File: config.mk
export PLATFORM = sky130hd
export DESIGN_NAME = led_sequencer
export DESIGN_NICKNAME = d
export VERILOG_FILES = /design/src/rtl/led_pkg.sv /design/src/rtl/led_tick_gen.sv /design/src/rtl/led_sequencer.sv
export SDC_FILE = /design/constraint.sdc
export NUM_CORES = 1
export LEC_CHECK = 0
export CORE_ASPECT_RATIO = 1.75
export CORE_MARGIN = 4
export CORE_UTILIZATION = 45
export DETAILED_ROUTE_END_ITERATION = 8
export DONT_BUFFER_PORTS = 1
export GPL_TIMING_DRIVEN = 0
export PLACE_DENSITY_LB_ADDON = 0.2
export SYNTH_ARGS = -nofsm -noshare
export SYNTH_HDL_FRONTEND = slang
export SYNTH_SLANG_ARGS = --single-unit
export TNS_END_PERCENT = 20
File: constraint.sdc
create_clock -name clk -period 2.8 [get_ports clk]
set_clock_uncertainty 0.15 [all_clocks]
set_input_delay 0.56 -clock clk [delete_from_list [all_inputs] [get_ports clk]]
set_output_delay 0.56 -clock clk [all_outputs]
set_load 0.03 [all_outputs]
File: src/rtl/led_pkg.sv
// LED sequencer shared types: pattern modes and bounce direction.
// Latency: n/a (types only).
// Backpressure: n/a.
package led_pkg;

  typedef enum logic [1:0] {
    MODE_CHASE  = 2'd0,
    MODE_BOUNCE = 2'd1,
    MODE_BLINK  = 2'd2,
    MODE_OFF    = 2'd3
  } led_mode_t;

  typedef enum logic {
    DIR_UP   = 1'b0,
    DIR_DOWN = 1'b1
  } led_dir_t;

endpackage

File: src/rtl/led_tick_gen.sv
// Prescaler: emits a 1-cycle tick every TICK_DIV enabled clk cycles.
// Latency: first tick exactly TICK_DIV cycles after en rises.
// Backpressure: none; en=0 clears the count and suppresses the tick.
module led_tick_gen #(
  parameter int TICK_DIV = 50_000_000
) (
  input  logic clk,
  input  logic rst,
  input  logic en,
  output logic tick
);

  localparam int CNT_W = $clog2(TICK_DIV + 1);
  localparam logic [CNT_W-1:0] CNT_LAST = CNT_W'(TICK_DIV - 1);

  logic [CNT_W-1:0] cnt;
  logic             tick_q;

  // Count enabled cycles; register the tick so it lands on the cycle after the wrap.
  always_ff @(posedge clk or posedge rst) begin
    if (rst) begin
      cnt    <= '0;
      tick_q <= 1'b0;
    end else if (!en) begin
      cnt    <= '0;
      tick_q <= 1'b0;
    end else if (cnt == CNT_LAST) begin
      cnt    <= '0;
      tick_q <= 1'b1;
    end else begin
      cnt    <= cnt + 1'b1;
      tick_q <= 1'b0;
    end
  end

  // Dropping en during a pending tick cancels that step.
  assign tick = tick_q & en;

endmodule

File: src/rtl/led_sequencer.sv
// LED pattern sequencer (chase/bounce/blink/off) stepped by an internal prescaler.
// Latency: led updates at the clk edge closing the step_tick cycle.
// Backpressure: none; en=0 freezes prescaler and pattern, mode sampled on step only.
module led_sequencer
  import led_pkg::*;
#(
  parameter int NUM_LEDS = 3,
  parameter int TICK_DIV = 50_000_000
) (
  input  logic                clk,
  input  logic                rst,
  input  logic                en,
  input  logic [1:0]          mode,
  output logic [NUM_LEDS-1:0] led,
  output logic                step_tick
);

  localparam int POS_W = $clog2(NUM_LEDS + 1);
  localparam logic [POS_W-1:0]    POS_END  = POS_W'(NUM_LEDS);
  localparam logic [POS_W-1:0]    POS_LAST = POS_W'(NUM_LEDS - 1);
  localparam logic [NUM_LEDS-1:0] LED_ONE  = NUM_LEDS'(1);
  localparam logic [NUM_LEDS-1:0] LED_ALL  = {NUM_LEDS{1'b1}};

  led_mode_t           mode_sel;
  led_mode_t           cur_mode, cur_mode_nxt;
  logic [POS_W-1:0]    pos, pos_nxt;
  led_dir_t            dir, dir_nxt;
  logic                phase, phase_nxt;
  logic [NUM_LEDS-1:0] led_nxt;

  assign mode_sel = led_mode_t'(mode);

  led_tick_gen #(
    .TICK_DIV (TICK_DIV)
  ) u_tick (
    .clk  (clk),
    .rst  (rst),
    .en   (en),
    .tick (step_tick)
  );

  // Pattern state and LED drive register; only the next-state logic moves them.
  always_ff @(posedge clk or posedge rst) begin
    if (rst) begin
      cur_mode <= MODE_OFF;
      pos      <= '0;
      dir      <= DIR_UP;
      phase    <= 1'b0;
      led      <= '0;
    end else begin
      cur_mode <= cur_mode_nxt;
      pos      <= pos_nxt;
      dir      <= dir_nxt;
      phase    <= phase_nxt;
      led      <= led_nxt;
    end
  end

  // Next-state/LED decode: hold everything unless a step is taken.
  always_comb begin
    cur_mode_nxt = cur_mode;
    pos_nxt      = pos;
    dir_nxt      = dir;
    phase_nxt    = phase;
    led_nxt      = led;
    if (step_tick) begin
      if (mode_sel != cur_mode) begin
        // New pattern restarts from its first frame.
        cur_mode_nxt = mode_sel;
        pos_nxt      = '0;
        dir_nxt      = DIR_UP;
        phase_nxt    = 1'b1;
        case (mode_sel)
          MODE_CHASE, MODE_BOUNCE: led_nxt = LED_ONE;
          MODE_BLINK:              led_nxt = LED_ALL;
          default:                 led_nxt = '0;
        endcase
      end else begin
        // Out-of-range position recovers to 0 in every mode.
        if (pos > POS_END) pos_nxt = '0;
        case (cur_mode)
          MODE_CHASE: begin
            // pos == NUM_LEDS is the dark gap frame before wrapping.
            if (pos >= POS_END) begin
              pos_nxt = '0;
              led_nxt = LED_ONE;
            end else if (pos == POS_LAST) begin
              pos_nxt = POS_END;
              led_nxt = '0;
            end else begin
              pos_nxt = pos + 1'b1;
              led_nxt = LED_ONE << pos_nxt;
            end
          end
          MODE_BOUNCE: begin
            if (pos >= POS_END || NUM_LEDS == 1) begin
              pos_nxt = '0;
              dir_nxt = DIR_UP;
              led_nxt = LED_ONE;
            end else begin
              // Turn around at the ends so end LEDs are lit for one step only.
              if (dir == DIR_UP) begin
                if (pos == POS_LAST) begin
                  pos_nxt = pos - 1'b1;
                  dir_nxt = DIR_DOWN;
                end else begin
                  pos_nxt = pos + 1'b1;
                end
              end else begin
                if (pos == '0) begin
                  pos_nxt = POS_W'(1);
                  dir_nxt = DIR_UP;
                end else begin
                  pos_nxt = pos - 1'b1;
                end
              end
              led_nxt = LED_ONE << pos_nxt;
            end
          end
          MODE_BLINK: begin
            phase_nxt = ~phase;
            led_nxt   = phase ? '0 : LED_ALL;
          end
          default: begin
            led_nxt = '0;
          end
        endcase
      end
    end
  end

endmodule

==> run_results.csv <==
group,metric,value,unit
routing,wire_per_inst,14.8,um
clock_network,cts-resized-gates,0,
floorplanning,initial_core_util,46.2,%
power_and_ir_drop,switching_share,21.8,%
global_route,grt_overflow,0,
power_and_ir_drop,power.density,441,nW/um^2
sta,setup_violations,0,
global_route,grt_pass1_vias,1574,
routing,totalWireLength,4160,um
layout,seq_area,903,um^2
layout,area_growth_syn_to_layout,8.06,%
clock_network,clkSinkCount,36,
clock_network,htree_levels,2,
synth,yosys.area_share.adder,5.54,%
global_route,grt_max_degree,37,
power_and_ir_drop,internal-power,759,uW
layout,drive_gt1_share,6.96,%
routing,vias,1528,
place,place_area,2100,um^2
worst_setup_path,reg2reg_depth,6,
power_and_ir_drop,p_leak,0.946,nW
layout,multi_input_area,1040,um^2
sta,finalMaxSlewViolations,0,
run_status,outcome,"finished, final reports clean",
clock_network,post_cts_buffers,0,
place,dp_cells,273,
place,place_congestion,0.813,
power_and_ir_drop,vdd_drop_max,0.327,mV
global_route,grt_pass1_wl,7310,um
layout,fillCellCount,446,
place,place_ws,0.595,ns
sta,hold_violations,0,
synth,yosys_most_used_dff,"dfrtp_1",
layout,diodes,0,
sta,slew_headroom,49.8,%
job,drv_cap,0,
synth,synth_xor_area_share,10.8,%
routing,drt_pass1_iterations,4,
global_route,grt.total_usage,16.4,%
clock_network,cts_max_path_buffers,2,
layout,nets,243,
synth,synthSimpleGateAreaFrac,24.1,%
routing,drt_iter0_markers,99,
layout,final_util,49.9,%
clock_network,cts_tree,"yes",
floorplanning,dieArea,5700,um^2
synth,synth_top_family_by_area,"simple AND/OR/NAND/NOR gates",
synth,synth_cells,222,
routing,viasPerCell,5.44,
synth,synth.mux.area_fraction,0.554,%
clock_network,ctsHoldBuffers,0,
clock_network,root_buffer,"clkbuf_8",
sta,fin_crit_sh,79.5,%
synth,ys_ff_latch,36,
global_route,antenna_found_initial,0,
layout,fin_area,2200,um^2
synth,yosysWarnings,0,
clock_network,clock_latency,0.29,ns
clock_network,cts_buffers,5,
synth,yosysUniqueCellTypes,42,
worst_setup_path,worstPathArrival,2.29,ns
synth,yosysSeqAreaShare,44.4,%
sta,tightestPinTransition,0.752,ns
power_and_ir_drop,power.share.clock,41.7,%
clock_network,cts.reportedPaths.clkPinSlew,0.07,ns
sta,fmax,449,MHz
worst_setup_path,reg2reg_from,"cur_mode[0]$_DFFE_PP1P_",
synth,syn_avg_cell_area,9.16,um^2
routing,drc,0,
worst_setup_path,required,2.86,ns
routing,ant_nets,0,
floorplanning,die_x,58.8,um
sta,rsz0062_at_grt,"no",
synth,synth_edf_count,0,
worst_setup_path,end_kind,"flip-flop",
power_and_ir_drop,p_switching,211,uW
worst_setup_path,crit_path_start_kind,"flip-flop",
sta,fin_setup_tns,0,ns
power_and_ir_drop,power,970,uW
sta,hold_ws,0.131,ns
hold_path,holdCritPathClass,"in2async",
floorplanning,coreArea,4400,um^2
layout,layout_commonest_cell,"nor2_1",
worst_setup_path,ff2ff_setup_slack,0.57,ns
floorplanning,die_h,96.9,um
place,numPortBuffers,0,
worst_setup_path,worstPathMaxFanout,9,
synth,synth_compound_area_share,10.0,%
sta,setup_slack,0.573,ns
layout,stdcell_count,281,
synth,syn_nets,236,
worst_setup_path,path_class,"reg2reg",
floorplanning,io_pins,9,
place,hpwl,3080,um
synth,async_flop_share,100,%
power_and_ir_drop,pwr-share-seq,54.3,%
layout,mostFrequentLayoutCells,"nor2_1 (39), dfrtp_1 (34), nand2_1 (17), xor2_1 (17), nand3_1 (12)",
sta,finalCriticalPeriod,2.23,ns
power_and_ir_drop,combPwrFrac,3.9,%
synth,synthesis.area,2030,um^2
floorplanning,row_count,32,
worst_setup_path,r2r-end,"led[1]$_DFFE_PP0P_",
-- final cells by class --
class	instances	area share (%)
Clock buffer	8	4.56
Sequential cell	36	41.1
Tap cell	51	2.90
Inverter	12	2.05
Multi-Input combinational cell	166	47.2
Buffer	8	2.22
-- how the worst max path moves through the flow --
| stage | start | end | slack [ns] | cells past startpoint |
|---|---|---|---|---|
| 2_1_floorplan | u_tick.cnt[11]$_DFF_PP0_ | u_tick.cnt[11]$_DFF_PP0_ | 0.90 | 7 |
| 3_3_place_gp | cur_mode[0]$_DFFE_PP1P_ | led[1]$_DFFE_PP0P_ | 0.52 | 6 |
| 3_5_place_dp | cur_mode[0]$_DFFE_PP1P_ | led[1]$_DFFE_PP0P_ | 0.60 | 6 |
| 4_1_cts | cur_mode[0]$_DFFE_PP1P_ | led[1]$_DFFE_PP0P_ | 0.56 | 6 |
| 5_1_grt | cur_mode[0]$_DFFE_PP1P_ | led[1]$_DFFE_PP0P_ | 0.40 | 6 |
| 6_report | cur_mode[0]$_DFFE_PP1P_ | led[1]$_DFFE_PP0P_ | 0.57 | 6 |
-- sequential cells by signal, indices dropped and copies added, names as in the netlist --
name and flops:
cur_mode 2, dir 1, led 3, phase 1, pos 2, u_tick.cnt 26
u_tick.tick_q 1
-- kinds of logic (layout without fill, tap and decap cells) --
logic type               Yosys count  count (layout)
buffers and inverters             20              28
flip-flops                        36              36
adder cells (fa/ha/maj)            9               9
multiplexers                       1               1
XOR/XNOR                          25              25
AND/OR/NAND/NOR                  100             100
AO/OA/AOI/OAI                     31              31
-- critical path, stage by stage, from the launching register on --
cell and delay [ns]:
dfstp_2 0.51, clkbuf_1 0.29, nor2b_1 0.37, a21boi_0 0.30, nor3b_1 0.24, o21ai_0 0.14
a21oi_1 0.15
-- synthesized netlist by cell type (all sizes together), types with 2 or more instances --
cell / instances / area (um^2)
nor2: 39 / 146
dfrtp: 34 / 851
nand2: 17 / 63.8
xor2: 17 / 149
nand3: 12 / 60.1
inv: 11 / 41.3
a21oi: 9 / 45.0
ha: 9 / 113
o21ai: 8 / 40.0
xnor2: 8 / 70.1
nand4: 7 / 43.8
nand2b: 5 / 31.3
and3: 4 / 25.0
buf: 4 / 33.8
clkbuf: 4 / 15.0
nor4: 4 / 31.3
nor3: 3 / 20.0
a21boi: 2 / 15.0
dfstp: 2 / 52.6
nor2b: 2 / 12.5
nor3b: 2 / 15.0
o41ai: 2 / 17.5
or4b: 2 / 20.0
-- power by group through the flow --
stage | Combinational, mW | Sequential (mW) | Clock [mW]
floorplan | 0.0303 | 0.536 | 0
global placement | 0.0392 | 0.537 | 0
detailed placement | 0.0393 | 0.537 | 0
CTS | 0.0395 | 0.527 | 0.418
global route | 0.0437 | 0.527 | 0.442
finish | 0.0379 | 0.527 | 0.405
-- layer usage --
metal	part of all wire, %	vias up	wire (um)	track usage [%]
li1	-	771	-	-
met1	39	728	1620	17.2
met2	56	18	2330	29.7
met3	2.5	11	105	3.34
met4	2.6	0	106	7.16
met5	0	-	0	0
(Power assumes the default switching activity.)
